## src/rtl/keypad_scanner.sv

```systemverilog
// keypad_scanner: scans a 4x4 active-low key matrix one row at a time,
// classifies each full scan, debounces press and release, and emits one
// decoded key code with a single-cycle enter strobe per physical press.
module keypad_scanner #(
    parameter int SCAN_DIV = 1000,  // cycles each row is driven, >= 4
    parameter int DEBOUNCE = 8      // matching scans to accept press/release, 1..255
) (
    input  logic       clk,
    input  logic       reset,
    input  logic [3:0] col_n,
    output logic [3:0] row_n,
    output logic [3:0] digit,
    output logic       enter
);

    localparam int DIV_W = $clog2(SCAN_DIV);
    localparam logic [DIV_W-1:0] DIV_LAST = DIV_W'(SCAN_DIV - 1);
    localparam logic [7:0]       DEB_N    = 8'(DEBOUNCE);

    typedef enum logic [1:0] {IDLE, CHECK, PRESSED} state_t;

    // Key code at a (row, col) matrix position.
    function automatic logic [3:0] key_code(input logic [1:0] row, input logic [1:0] col);
        case ({row, col})
            4'h0: key_code = 4'h1;  4'h1: key_code = 4'h2;
            4'h2: key_code = 4'h3;  4'h3: key_code = 4'hA;
            4'h4: key_code = 4'h4;  4'h5: key_code = 4'h5;
            4'h6: key_code = 4'h6;  4'h7: key_code = 4'hB;
            4'h8: key_code = 4'h7;  4'h9: key_code = 4'h8;
            4'hA: key_code = 4'h9;  4'hB: key_code = 4'hC;
            4'hC: key_code = 4'hE;  4'hD: key_code = 4'h0;
            4'hE: key_code = 4'hF;  default: key_code = 4'hD;
        endcase
    endfunction

    logic [3:0]       col_s1_q, col_s2_q;
    logic [DIV_W-1:0] div_cnt_q;
    logic [1:0]       row_idx_q;
    logic [1:0]       det_cnt_q, det_cnt_d;   // detections so far, saturates at 2
    logic [3:0]       det_code_q, det_code_d;
    state_t           state_q, state_d;
    logic [7:0]       cnt_q, cnt_d;
    logic [3:0]       cand_q, cand_d;
    logic [3:0]       digit_q, digit_d;
    logic             enter_q, enter_d;

    logic       sample_en, scan_tick;
    logic [2:0] samp_cnt, total;
    logic [1:0] samp_col, scan_cnt;
    logic [3:0] scan_code;

    assign sample_en = (div_cnt_q == DIV_LAST);
    assign scan_tick = sample_en && (row_idx_q == 2'd3);

    // Two-stage synchronizer for the asynchronous column inputs.
    // NOTE: sequential state uses non-blocking assignments so every register
    // samples pre-edge values regardless of block evaluation order.
    always_ff @(posedge clk) begin
        if (reset) begin
            col_s1_q <= 4'hF;
            col_s2_q <= 4'hF;
        end else begin
            col_s1_q <= col_n;
            col_s2_q <= col_s1_q;
        end
    end

    // Row slot divider and row rotation.
    always_ff @(posedge clk) begin
        if (reset) begin
            div_cnt_q <= '0;
            row_idx_q <= '0;
        end else if (sample_en) begin
            div_cnt_q <= '0;
            row_idx_q <= row_idx_q + 2'd1;
        end else begin
            div_cnt_q <= div_cnt_q + 1'b1;
        end
    end

    // Count low columns in the current sample and merge with the scan so far.
    // NOTE: every variable written here gets a default first, so no path
    // leaves one unassigned and no latch is inferred.
    always_comb begin
        samp_cnt = '0;
        samp_col = '0;
        for (int c = 3; c >= 0; c--) begin
            if (!col_s2_q[c]) begin
                samp_cnt = samp_cnt + 3'd1;
                samp_col = c[1:0];
            end
        end
        total     = {1'b0, det_cnt_q} + (sample_en ? samp_cnt : 3'd0);
        scan_cnt  = (total >= 3'd2) ? 2'd2 : total[1:0];
        scan_code = (det_cnt_q == 2'd1) ? det_code_q : key_code(row_idx_q, samp_col);
        det_cnt_d  = det_cnt_q;
        det_code_d = det_code_q;
        if (scan_tick) begin
            det_cnt_d = '0;
        end else if (sample_en) begin
            det_cnt_d  = scan_cnt;
            det_code_d = scan_code;
        end
    end

    // Debounce FSM: next state, counter, candidate and accept outputs.
    always_comb begin
        state_d = state_q;
        cnt_d   = cnt_q;
        cand_d  = cand_q;
        digit_d = digit_q;
        enter_d = 1'b0;
        if (scan_tick) begin
            case (state_q)
                IDLE: begin
                    if (scan_cnt == 2'd1) begin
                        cand_d = scan_code;
                        if (DEBOUNCE == 1) begin
                            digit_d = scan_code;
                            enter_d = 1'b1;
                            cnt_d   = '0;
                            state_d = PRESSED;
                        end else begin
                            cnt_d   = 8'd1;
                            state_d = CHECK;
                        end
                    end
                end
                CHECK: begin
                    if (scan_cnt == 2'd1 && scan_code == cand_q) begin
                        if (cnt_q + 8'd1 == DEB_N) begin
                            digit_d = cand_q;
                            enter_d = 1'b1;
                            cnt_d   = '0;
                            state_d = PRESSED;
                        end else begin
                            cnt_d = cnt_q + 8'd1;
                        end
                    end else begin
                        cnt_d   = '0;
                        state_d = IDLE;
                    end
                end
                default: begin  // PRESSED: any detection, including MULTI, restarts release
                    if (scan_cnt == 2'd0) begin
                        if (cnt_q + 8'd1 == DEB_N) begin
                            cnt_d   = '0;
                            state_d = IDLE;
                        end else begin
                            cnt_d = cnt_q + 8'd1;
                        end
                    end else begin
                        cnt_d = '0;
                    end
                end
            endcase
        end
    end

    // Detection accumulator and debounce state registers.
    always_ff @(posedge clk) begin
        if (reset) begin
            det_cnt_q  <= '0;
            det_code_q <= '0;
            state_q    <= IDLE;
            cnt_q      <= '0;
            cand_q     <= '0;
            digit_q    <= '0;
            enter_q    <= 1'b0;
        end else begin
            det_cnt_q  <= det_cnt_d;
            det_code_q <= det_code_d;
            state_q    <= state_d;
            cnt_q      <= cnt_d;
            cand_q     <= cand_d;
            digit_q    <= digit_d;
            enter_q    <= enter_d;
        end
    end

    assign row_n = ~(4'b0001 << row_idx_q);
    assign digit = digit_q;
    assign enter = enter_q;

endmodule

```

## config.mk

```make
export PLATFORM = sky130hd
export DESIGN_NAME = keypad_scanner
export DESIGN_NICKNAME = d
export VERILOG_FILES = /design/src/rtl/keypad_scanner.sv
export SDC_FILE = /design/constraint.sdc
export NUM_CORES = 1
export LEC_CHECK = 0
export CORE_ASPECT_RATIO = 0.5
export CORE_MARGIN = 10
export CORE_UTILIZATION = 60
export DETAILED_ROUTE_END_ITERATION = 8
export HOLD_SLACK_MARGIN = 0.03
export PLACE_DENSITY = 0.91
export SYNTH_ARGS = -nofsm -noshare
export SYNTH_HDL_FRONTEND = slang
export SYNTH_SLANG_ARGS = --single-unit
```

## constraint.sdc

```tcl
create_clock -name clk -period 4.41 [get_ports clk]
set_input_delay 0.441 -clock clk [delete_from_list [all_inputs] [get_ports clk]]
set_output_delay 0.441 -clock clk [all_outputs]
set_load 0.01 [all_outputs]
```

Yosys cells after proc, flatten, opt, wreduce, memory -nomap -nowiden
Memories as Yosys holds them, arrays and structs flattened.
Cells that the tools add are included.
{"block": "op_classes", "addsub": 7, "order_cmp": 1, "n_eq_ne": 9, "shifts": 1, "muxes": 23, "n_bitwise": 4, "n_reduce_logical": 14}
{"op": "2-to-1 mux 8 bit", "count": 4}
{"op": "2-to-1 mux 2 bit", "count": 10}
{"op": "case mux 8 bit (2 select lines)", "count": 1}
{"op": "2-to-1 mux 3 bit", "count": 4}
{"op": "adder 10 x 1 -> 10 bit (second input constant)", "count": 1}
{"op": "equality test 10 bit (second input constant)", "count": 1}
{"op": "adder 3 x 1 -> 3 bit (second input constant)", "count": 3}
{"op": "adder 8 x 1 -> 8 bit (second input constant)", "count": 1}
{"op": "equality test 8 x 4 -> 1 bit (second input constant)", "count": 1}
{"op": "equality test 2 x 1 -> 1 bit (second input constant)", "count": 3}
{"op": "nonzero test 3 bit", "count": 2}
{"op": "AND reduction 5 bit", "count": 1}
{"op": "equality test 4 bit", "count": 1}
{"op": "logical NOT 2 bit", "count": 2}
{"op": "2-to-1 mux 4 bit", "count": 1}
{"op": "NOT 4 bit", "count": 1}
{"op": "case mux 2 bit (2 select lines)", "count": 1}
{"op": "AND reduction 2 bit", "count": 2}
{"op": "AND reduction 4 bit", "count": 1}
{"op": "OR reduction 2 bit", "count": 2}
{"op": "OR reduction 4 bit", "count": 1}
{"op": "left shift 1 x 2 -> 4 bit (first input constant)", "count": 1}
{"op": "adder 2 x 3 -> 3 bit", "count": 1}
{"op": "greater-or-equal comparator 3 x 2 -> 1 bit (second input constant)", "count": 1}
{"op": "8 further kinds", "count": 12}
{"block": "totals", "register_bits": 45, "rom_bits": 64, "in_bits": 6, "out_inout_bits": 9, "wordCells": 71, "n_memories": 1}
{"name": "(name not given)", "depth": 16, "word_bits": 4, "read_ports": 1, "rd_ports_with_merged_regs": 0, "wr": 0, "line": "24", "rtl": "case ({row, col})"}

Depth between registers and ports, before layout
Gate-level depths: netlist of the first run.
{"block": "logic_depth", "word_depth": 15, "ltp_mapped": 14, "depth_no_buf": 14}

Worst setup path after synthesis of the first run
OpenSTA, ideal clock, no wires.
{"block": "synth_path", "path_type": "register to register", "startpoint": "register col_s2_q[2]", "endpoint": "register cnt_q[4]", "setup_ps": 86, "t_arrival_ps": 3015, "t_required_ps": 4324, "slack_ps": 1309, "path_stages_with_launch": 15, "n_path_buf": 0, "synth_period_minus_slack_ps": 3101, "cell_sequence": "dfxtp_1 -> inv_1 -> ha_1 -> xnor2_1 -> xnor2_1 -> and2_1 -> ha_1 -> inv_1 -> fa_1 -> xor3_1 -> a311oi_2 -> nor2_2 -> nand4_1 -> xor2_1 -> a211oi_1"}
{"block": "synth_between", "elab_chain_len": 13, "word_cells_on_any_way": 23, "classes_between": "3 x add/sub; 1 x order compare; 3 x eq/ne; 12 x mux; 3 x reduce/logical; 1 x memory"}
{"element": "start: declaration", "line": "36", "rtl": "logic [3:0] col_s1_q, col_s2_q;"}
{"element": "start signal: assignment", "line": "64", "rtl": "col_s2_q <= col_s1_q;"}
{"element": "2-to-1 mux 3 bit", "line": "88", "rtl": "if (!col_s2_q[c]) begin"}
{"element": "adder 3 x 1 -> 3 bit", "line": "89", "rtl": "samp_cnt = samp_cnt + 3'd1;"}
{"element": "2-to-1 mux 3 bit", "line": "88"}
{"element": "adder 3 x 1 -> 3 bit", "line": "89"}
{"element": "2-to-1 mux 3 bit", "line": "88"}
{"element": "2-to-1 mux 3 bit", "line": "93", "rtl": "total = {1'b0, det_cnt_q} + (sample_en ? samp_cnt : 3'd0);"}
{"element": "adder 2 x 3 -> 3 bit", "line": "93"}
{"element": "greater-or-equal comparator 3 x 2 -> 1 bit", "line": "94", "rtl": "scan_cnt = (total >= 3'd2) ? 2'd2 : total[1:0];"}
{"element": "2-to-1 mux 2 bit", "line": "94"}
{"element": "equality test 2 x 1 -> 1 bit", "line": "116, 130"}
{"element": "logical AND 1 bit", "line": "130", "rtl": "if (scan_cnt == 2'd1 && scan_code == cand_q) begin"}
{"element": "2-to-1 mux 8 bit", "line": "130"}
{"element": "case mux 8 bit (2 select lines)", "line": "114", "rtl": "case (state_q)"}
{"element": "end signal: assignment", "line": "174", "rtl": "cnt_q <= cnt_d;"}
{"element": "end: declaration", "line": "42", "rtl": "logic [7:0] cnt_q, cnt_d;"}
Several ways; a longest one is shown, not always the timed one.
A chain may end at the register's enable or synchronous reset.

Final worst setup path of the first run
{"block": "layout_path", "startpoint": "register div_cnt_q[0]", "endpoint": "register cnt_q[6]"}
{"block": "layout_between", "elab_chain_len": 9, "word_cells_on_any_way": 14, "classes_between": "1 x add/sub; 1 x order compare; 3 x eq/ne; 5 x mux; 4 x reduce/logical"}
{"element": "start: declaration", "line": "37", "rtl": "logic [DIV_W-1:0] div_cnt_q;"}
{"element": "start signal: assignment", "line": "77", "rtl": "div_cnt_q <= div_cnt_q + 1'b1;"}
{"element": "equality test 10 bit (*)", "line": "52", "rtl": "assign sample_en = (div_cnt_q == DIV_LAST);"}
{"element": "2-to-1 mux 3 bit", "line": "93"}
{"element": "adder 2 x 3 -> 3 bit", "line": "93"}
{"element": "greater-or-equal comparator 3 x 2 -> 1 bit", "line": "94"}
{"element": "2-to-1 mux 2 bit", "line": "94"}
{"element": "equality test 2 x 1 -> 1 bit", "line": "116, 130"}
{"element": "logical AND 1 bit", "line": "130"}
{"element": "2-to-1 mux 8 bit", "line": "130"}
{"element": "case mux 8 bit (2 select lines)", "line": "114"}
Mark *: on every way between the ends. The rest lies on a longest branch, timed or not.

==> results of run 1 <==
## report_power, final
part / internal, mW / leakage [nW] / total [mW] / switching [mW]
Sequential: 0.412 / 0.365 / 0.417 / 0.00538
Clock: 0.104 / 0.0399 / 0.236 / 0.131
Combinational: 0.0222 / 0.637 / 0.0498 / 0.0276
## critical path, stage by stage (launching register included)
cell	delay [ps]
dfxtp_1	370
ha_1	280
nand2_1	130
nor4_1	370
and2_1	200
ha_1	140
inv_1	50
fa_1	400
xor3_1	430
a311oi_2	150
nor2_2	360
nand3_1	150
xor2_1	170
a211oi_1	230
## cell families (layout without fill, tap and decap cells)
logic type / count (synthesis) / in the layout / share of synthesized area, %
AOI/OAI and AO/OA: 59 / 59 / 16.7
xor gates and xnor gates: 17 / 17 / 6.08
adders and majority gates: 19 / 19 / 9.09
buffers and inverters: 24 / 37 / 3.48
DFF: 45 / 45 / 33.4
muxes: 11 / 11 / 4.13
and+or+nand+nor: 128 / 128 / 27.1
## per-stage QoR
step	util [%]	cell area, sq um	setup slack, ps
2_1_floorplan	-	2700	1310
3_3_place_gp	66.1	2880	1120
3_5_place_dp	66.1	2880	939
4_1_cts	67.8	2960	909
5_1_grt	67.8	2960	507
6_report	67.8	2960	893
## final cells by class
type                    instances  area share, %
clock buffers                   5           2.33
clock inverters                 1          0.169
well taps                      57           2.41
multi-input cells             234           57.6
repair buffers                 15           4.99
inverters                      16           2.03
flip-flops and latches         45           30.5
## state kept, by name (all words and copies together), names as in the netlist, 2 cells and up
name        cells
digit           4
col_s2_q        4
det_cnt_q       2
cnt_q           8
row_idx_q       2
div_cnt_q      10
state_q         2
det_code_q      4
col_s1_q        4
cand_q          4
## worst max-delay path by stage
| stage | slack [ps] | cells past startpoint | endpoint | from |
|---|---|---|---|---|
| floorplan | 1310 | 14 | cnt_q[4] | col_s2_q[2] |
| global placement | 1120 | 13 | cnt_q[7] | div_cnt_q[0] |
| detailed placement | 940 | 13 | cnt_q[6] | div_cnt_q[0] |
| CTS | 910 | 13 | cnt_q[7] | div_cnt_q[0] |
| global route | 510 | 13 | cnt_q[7] | div_cnt_q[0] |
| finish | 890 | 13 | cnt_q[6] | div_cnt_q[0] |
## layout by cell type, fill, tap and decap left out, types with 3 or more instances in the layout
cell type,netlist,final
or3_1,3,3
nand2b_1,5,5
a21o_1,3,3
mux2i_1,10,10
nor2_1,43,43
o21ai_1,10,10
a211oi_1,8,8
inv_1,15,15
nand3_1,11,11
ha_1,18,18
xor2_1,10,10
dfxtp_1,45,45
o21ai_0,5,5
nor2b_1,3,3
or2_2,9,9
nor3b_1,4,4
nor3_1,5,5
clkdlybuf4s50_1,0,14
nand2_1,15,15
nand4_1,7,7
clkbuf_8,0,5
a21oi_1,11,11
xnor2_1,6,6
and3_1,3,3
## per-layer routing
| layer | up-vias | wire length [um] | part of all wire (%) |
|---|---|---|---|
| met4 | 0 | 87 | 1.5 |
| li1 | 1100 | - | - |
| met5 | - | 0 | 0 |
| met3 | 14 | 326 | 5.6 |
| met2 | 78 | 2910 | 50 |
| met1 | 1084 | 2520 | 43 |
==> results.ini, run 1 <==
[global_routing]
use_met1_pct=18.2
grt_pass1_wl_um=9870
grt_start_max_net_pins=24
antenna_found_initial=0
met3_usage_pct=2.56
use_met2_pct=27.8
grt-ovfl-total=0
grt_pass1_vias=2203
busiest_layer=met2
gr-usage-all-layers_pct=15.3

[clock_network]
h-tree-depth=2
cts_resized=0
root_buffer=clkbuf_8
clk_pin_slew_ps=80
cts_tree=done
cts.sinks=45
cts_hold_buf=0
clk_path_buf_depth=2
clock_latency_ps=300
cts_buffers=5
post_cts_buffers=0

[synthesis]
synth-edff-count=0
synth_seq_area_share_pct=33.4
ys_types=65
syn_inst=303
ys_ff_latch=45
avgSynthCellArea_sq_um=8.90
synthesis.nets=328
synth_common_cells=dfxtp_1 (45), nor2_1 (43), ha_1 (18)
synth_area_sq_um=2700
netlist_top_cells_area=dfxtp_1 (33%), ha_1 (8.3%), nor2_1 (6.0%)
yosysMostFrequentCell=dfxtp_1
synthArstFlopShare_pct=0
synth_warnings=0
yosysTopAreaCell=dfxtp_1
synth.top_cell.area_share_pct=33.4
synthFlopType=dfxtp_1

[floorplan]
die_w_um=115
die_h_um=67.4
initial_core_util_pct=61.9
io_pins=15
die_area_sq_um=7740
rows=17
core-area_sq_um=4360

[sta]
tns_ps=0
tightest_slew_ps=538
rsz0062_at_grt=false
finalSetupViolCount=0
holdWs_ps=411
max_clock_freq_ghz=0.284
fin_crit_sh_pct=79.7
finalMaxSlewViolations=0
maxSlewHeadroom_pct=63.2
timing.final.crit_period_ps=3520
hold_viol=0
clock_skew_ps=6.49

[run]
drv_cap=0

[cells_and_area]
num_antenna_cells=0
drive_above_1_share_pct=10.8
multi_input_comb_area_sq_um=1700
num-nets-final=342
nFillCells=299
syn_to_final_growth_pct=9.60
instances_no_fill=373
seq_area_sq_um=901

[power_and_ir_drop]
vdd_ir_drop_max_mv=0.124
powerDensity_nw_per_um2=238
finalPower_mw=0.703
p_leak_nw=1.04

[worst_setup_path]
end_kind=flip-flop
worstSetupStartpointType=flip-flop
timing.rr.start=div_cnt_q[0]
worstRegToRegCells=13
r2r_slack_ps=890
cp.required_ps=4620
worst-path-max-fanout=10
r2r_end=cnt_q[6]
cp.arrival_ps=3730
path_class=reg2reg

[worst_hold_path]
hold_path_class=reg2reg
holdPathStages=1
min-delay-start=col_s1_q[1]
holdPathEnd=col_s2_q[1]

[placed_design]
place_hpwl_um=4180
place.gp.congestion=0.813
dp.cells=367
numPortBuffers=14

[outcome]
status=finished clean

[drt]
routed_via_density=6.10
drt-pass1-iter-count=5
wl_per_cell_um=15.7
via_count=2276
drc=0
ant_nets=0
wl_um=5840
first_iter_violations=167

No activity file was read; power rests on OpenSTA's default activity.
==> run 2: changes to the inputs <==
--- a/config.mk
+++ b/config.mk
@@ -7,10 +7,10 @@
 export LEC_CHECK = 0
 export CORE_ASPECT_RATIO = 0.5
 export CORE_MARGIN = 10
-export CORE_UTILIZATION = 60
+export CORE_UTILIZATION = 54
 export DETAILED_ROUTE_END_ITERATION = 8
 export HOLD_SLACK_MARGIN = 0.03
-export PLACE_DENSITY = 0.91
+export PLACE_DENSITY = 0.87
 export SYNTH_ARGS = -nofsm -noshare
 export SYNTH_HDL_FRONTEND = slang
 export SYNTH_SLANG_ARGS = --single-unit
==> constraint.sdc (replaced) <==
create_clock -name clk -period 3.1 [get_ports clk]
set_input_delay 0.31 -clock clk [delete_from_list [all_inputs] [get_ports clk]]
set_output_delay 0.31 -clock clk [all_outputs]
set_load 0.01 [all_outputs]
==> run 2 against run 1 <==
Die area is 8.4% higher. Via count is 5.1% higher. Critical path depth is 2 higher. First-iteration DRC count is 5.4% lower. Register-to-register slack worse by 860 ps. Clock-buffer cell count is 2 higher. Hold slack better by 0.87 ps. Worst setup slack worse by 860 ps. Sequential power is 43% higher. Largest cell class unchanged.
==> results.ini, run 2 (synthesis gave the netlist of run 1 again) <==
[clock_network]
cts.sinks=45  ; unchanged
clk_pin_slew_ps=90  ; about the same
cts_buffers=5  ; unchanged
cts_tree=done
clock_latency_ps=310  ; about the same
root_buffer=clkbuf_8
clk_path_buf_depth=2  ; unchanged
cts_hold_buf=0  ; unchanged
h-tree-depth=2  ; unchanged

[sta]
timing.final.crit_period_ps=3060  ; -452 ps
maxSlewHeadroom_pct=49.6  ; -14 points
clock_skew_ps=11.3  ; +4.85 ps
rsz0062_at_grt=true
tns_ps=0  ; unchanged
hold_viol=0  ; unchanged
finalMaxSlewViolations=0  ; unchanged
worst_slack_ps=35.2  ; -858 ps
finalSetupViolCount=0  ; unchanged
fin_crit_sh_pct=98.9  ; +19 points
tightest_slew_ps=738  ; +199 ps
max_clock_freq_ghz=0.326  ; +15%

[cells_and_area]
num-nets-final=364  ; +6.4%
drive_above_1_share_pct=23.0  ; +12 points
layout_commonest_cell=nor2_1
finish.utilization_pct=68.2  ; +0.40 points
instances_no_fill=409  ; +9.7%
syn_to_final_growth_pct=23.6
reg_top3=div_cnt_q: 10 flops, cnt_q: 8 flops
largest_reg_flops=10  ; unchanged
largest-register=div_cnt_q
num_antenna_cells=0  ; unchanged
most-common-layout-cells=nor2_1 (42), dfxtp_1 (39), buf_4 (19)

[power_and_ir_drop]
powerDensity_nw_per_um2=317  ; +33%
vdd_ir_drop_max_mv=0.157  ; +27%
p_sw_share_pct=23.8  ; +0.45 points
cell_internal_pwr_mw=0.805  ; +50%
seqPwrFrac_pct=56.3  ; -3.1 points
p_switching_mw=0.252  ; +53%
finalPower_mw=1.06  ; +50%
p_comb_share_pct=8.5  ; +1.4 points
p_leak_nw=1.20  ; +16%
clock_power_share_pct=35.3  ; +1.7 points

[worst_setup_path]
end_kind=flip-flop
cp.required_ps=3310  ; -1310 ps
worstSetupStartpointType=flip-flop
worst-path-max-fanout=4  ; -6
cp.arrival_ps=3270  ; -460 ps
path_class=reg2reg

[placed_design]
dp.cells=396  ; +7.9%
numPortBuffers=14  ; unchanged
place_ws_ps=-187  ; -1130 ps
place_hpwl_um=4480  ; +7.3%
place.gp.congestion=0.859  ; +5.6%

[floorplan]
die_area_sq_um=8390  ; +8.4%
core-area_sq_um=4890  ; +12%
initial_core_util_pct=55.2  ; -6.7 points
rows=18  ; +1
io_pins=15  ; unchanged
die_h_um=70.0  ; +3.8%
die_w_um=120  ; +4.5%

[outcome]
status=finished clean

[drt]
via_count=2391  ; +5.1%
wl_per_cell_um=16.7  ; +6.5%
ant_nets=0  ; unchanged
first_iter_violations=158  ; -5.4%
drc=0  ; unchanged
routed_via_density=5.85  ; -4.2%
drt-pass1-iter-count=4  ; -1
wl_um=6820  ; +17%

[run]
drv_cap=0  ; unchanged

[global_routing]
grt-ovfl-total=0  ; unchanged
grt_pass1_wl_um=10500  ; +6.2%
grt_pass1_vias=2370  ; +7.6%
gr-usage-all-layers_pct=14.6  ; -0.74 points
antenna_found_initial=0  ; unchanged
grt_start_max_net_pins=29  ; +21%

[worst_hold_path]
hold_path_class=reg2reg

[run 2: changes by cell type in the layout (fill, tap and decap cells not counted), sizes merged]
cell    previous run  this run
buf                1        23
clkinv             1         0
clkbuf             5         7
[run 2: power by group through the flow]
stage	clock network (mW)	logic, mW	registers, mW
floorplan	0	0.0545	0.604
global placement	0	0.0714	0.605
detailed placement	0	0.0761	0.605
CTS	0.369	0.0789	0.592
global route	0.403	0.0985	0.596
finish	0.373	0.0893	0.595
[run 2: critical path, cell delays in order, from the launching register on]
cell	delay [ps]
dfxtp_2	340
inv_1	100
ha_4	230
xnor2_4	130
xnor2_1	200
and2_4	180
ha_4	120
inv_2	40
fa_2	390
buf_6	140
nor3_4	120
buf_6	140
o211ai_4	120
nor4b_4	370
nand4_1	130
a21oi_1	230
[run 2: layer usage]
| layer | part of all wire [%] | vias up | GRT usage, % |
|---|---|---|---|
| li1 | - | 1145 | - |
| met1 | 42 | 1157 | 16.2 |
| met2 | 51 | 67 | 26.4 |
| met3 | 4.5 | 22 | 3.29 |
| met4 | 2.9 | 0 | 5.72 |
| met5 | 0 | - | 0 |
[run 2: area by class of cell]
cell class / count / area [sq um]
clock buffer: 7 / 86.3
fill: 328 / 1550
inverter: 16 / 60.1
multi-input combinational: 234 / 1850
sequential: 45 / 911
tap: 70 / 87.6
timing repair buffer: 37 / 337
[run 2: worst paths after layout]
check / from / to / slack, ps / cells past startpoint
worst max-delay path: col_s2_q[2] / digit[2] / 40 / 15
worst min-delay path: col_s1_q[0] / col_s2_q[0] / 410 / 1
worst max register to register: col_s2_q[2] / digit[2] / 40 / 15
worst min register to register: col_s1_q[0] / col_s2_q[0] / 410 / 1
[run 2: through the flow]
| step | hold WS [ps] | area [sq um] |
|---|---|---|
| finish | 412 | 3330 |
| global route | 442 | 3330 |
| CTS | 413 | 3170 |
| detailed placement | 396 | 3040 |
| global placement | 392 | 3040 |
| floorplan | 389 | 2700 |
[run 2: what timing repair did]
action                                  CTS  global route
setup buffers                             1             5
pin swaps                                 7            22
endpoints found under the setup margin   19            19
gates resized for setup                   6            30
==> run 3: changes to the inputs <==
--- a/config.mk
+++ b/config.mk
@@ -7,10 +7,12 @@
 export LEC_CHECK = 0
 export CORE_ASPECT_RATIO = 0.5
 export CORE_MARGIN = 10
-export CORE_UTILIZATION = 54
+export CORE_UTILIZATION = 50
 export DETAILED_ROUTE_END_ITERATION = 8
+export GPL_TIMING_DRIVEN = 0
 export HOLD_SLACK_MARGIN = 0.03
-export PLACE_DENSITY = 0.87
+export PLACE_DENSITY = 0.82
+export REMOVE_ABC_BUFFERS = 1
 export SYNTH_ARGS = -nofsm -noshare
 export SYNTH_HDL_FRONTEND = slang
 export SYNTH_SLANG_ARGS = --single-unit
==> run 3 against run 2 <==
The run now ends with negative setup slack left. Sequential share of layout area rose by 1.1 points. Core utilization shrank 5.0 points. Clock skew is 6.5 ps lower. Cell count fell by 2.9%. Combinational power down 6.3%. Register-to-register slack lost 110 ps. Die area increased by 6.2%. Clock power hardly changed. Critical path depth fell by 1. Via count down 2.2%. Maximum frequency shrank 3.5%.
==> results.ini, run 3 (synthesis gave the netlist of run 1 again) <==
[clock_network]
h-tree-depth=2  ; unchanged
root_buffer=clkbuf_8
cts_buffers=5  ; unchanged
clock_latency_ps=290  ; -20 ps
clk_path_buf_depth=2  ; unchanged
cts.sinks=45  ; unchanged
clk_pin_slew_ps=80  ; about the same
cts_tree=done

[drt]
ant_nets=0  ; unchanged
first_iter_violations=193  ; +22%
drc=0  ; unchanged
wl_um=6640  ; -2.7%
via_count=2339  ; -2.2%
routed_via_density=5.89  ; +0.78%
wl_per_cell_um=16.7  ; +0.29%
drt-pass1-iter-count=6  ; +2

[sta]
maxSlewHeadroom_pct=48.4  ; -1.2 points
finalSetupViolCount=6  ; +6
tightest_slew_ps=755  ; +17.6 ps
max_clock_freq_ghz=0.315  ; -3.5%
worst_slack_ps=-75.0  ; -110 ps
hold_viol=0  ; unchanged
rsz0062_at_grt=true
clock_skew_ps=4.85  ; -6.49 ps
tns_ps=-182  ; -182 ps
finalMaxSlewViolations=0  ; unchanged
holdWs_ps=410  ; -2.39 ps
timing.final.crit_period_ps=3180  ; +110 ps
fin_crit_sh_pct=102  ; +3.6 points

[outcome]
violations=negative setup slack
status=finished with violations

[cells_and_area]
nFillCells=391  ; +19%
largest-register=div_cnt_q
syn_to_final_growth_pct=18.7
num-nets-final=352  ; -3.3%
reg_top3=div_cnt_q: 10 flops, cnt_q: 8 flops
most-common-layout-cells=nor2_1 (41), dfxtp_1 (41), ha_1 (15)
largest_reg_flops=10  ; unchanged
finish.utilization_pct=63.2  ; -5.0 points
drive_above_1_share_pct=20.5  ; -2.5 points
num_antenna_cells=0  ; unchanged

[floorplan]
io_pins=15  ; unchanged
initial_core_util_pct=53.2  ; -2.0 points
die_h_um=71.9  ; +2.8%
die_area_sq_um=8910  ; +6.2%
core-area_sq_um=5070  ; +3.7%
die_w_um=124  ; +3.3%
rows=18  ; unchanged

[power_and_ir_drop]
finalPower_mw=1.05  ; -0.34%
vdd_ir_drop_max_mv=0.165  ; +5.2%
p_leak_nw=1.15  ; -4.3%
powerDensity_nw_per_um2=329  ; +3.8%

[global_routing]
grt_pass1_vias=2224  ; -6.2%
grt-ovfl-total=0  ; unchanged
gr-usage-all-layers_pct=13.8  ; -0.71 points
antenna_found_initial=0  ; unchanged
grt_start_max_net_pins=41  ; +41%
grt_pass1_wl_um=10300  ; -1.4%

[placed_design]
place_ws_ps=-483  ; -296 ps
numPortBuffers=14  ; unchanged
place.gp.congestion=0.903  ; +5.1%
place_hpwl_um=4070  ; -9.2%

[worst_setup_path]
end_kind=flip-flop
cp.required_ps=3250  ; -60 ps
path_class=reg2reg
worstSetupStartpointType=flip-flop
cp.arrival_ps=3320  ; +50 ps
worst-path-max-fanout=7  ; +3

[run]
drv_cap=0  ; unchanged

[worst_hold_path]
hold_path_class=reg2reg

==> run 3: cell count changes in the layout (fill, tap and decap cells not counted), moves of 2 or more <==
| cell | change |
|---|---|
| buf_4 | -8 |
| buf_6 | -3 |
| dfxtp_1 | +2 |
| dfxtp_2 | -3 |
| o21ai_1 | -2 |
==> run 3: where the power goes <==
part           internal, mW  leakage [nW]  switching (mW)  total (mW)
Sequential            0.586         0.365          0.0107       0.597
Clock                 0.176        0.0433           0.197       0.373
Combinational        0.0383         0.744          0.0454      0.0837
==> run 3: worst max-delay path, stage by stage, from the launching register on <==
cell and delay (ps):
dfxtp_2 370, inv_2 60, ha_4 260, xnor2_4 170
xnor2_1 130, and2_1 140, ha_2 170, inv_2 40
fa_2 400, xor3_2 440, a311oi_4 380, nor2_4 100
nand4_1 130, xor2_1 170, a211oi_1 60
==> run 3: metal layers <==
metal | track usage, % | wire (um) | vias to the layer above
met5 | 0 | 0 | -
met3 | 2.55 | 273 | 15
met2 | 25.6 | 3480 | 76
met1 | 15.9 | 2770 | 1126
met4 | 3.98 | 118 | 0
li1 | - | - | 1122
==> run 3: path summary, 6_finish.rpt <==
check                           slack, ps   startpoint     endpoint  depth (start not counted)
worst max-delay path                  -80  col_s2_q[3]     cnt_q[4]                         14
worst max register to register        -80  col_s2_q[3]     cnt_q[4]                         14
worst min register to register        410  col_s1_q[2]  col_s2_q[2]                          1
worst min-delay path                  410  col_s1_q[2]  col_s2_q[2]                          1
==> run 3: cell type report <==
cell class	count	area (sq um)	share of cell area, %
Clock buffer	6	82.6	2.58
Clock inverter	1	7.51	0.234
Inverter	16	60.1	1.88
Multi-Input combinational cell	234	1840	57.3
Sequential cell	45	911	28.4
Tap cell	70	87.6	2.74
Timing Repair Buffer	25	218	6.80
==> run 3: repair_timing <==
action | 4_1_cts | 5_1_grt
hold buffers | 0 | 0
endpoints found under the setup margin | 18 | 18
resized for setup | 8 | 24
setup buffers | 7 | 4
pin swaps | 7 | 16
==> run 3: per-stage QoR <==
step / std cells / instance area [sq um]
2_1_floorplan: 295 / 2660
3_3_place_gp: 379 / 2890
3_5_place_dp: 379 / 2890
4_1_cts: 393 / 3080
5_1_grt: 397 / 3200
6_report: 397 / 3200
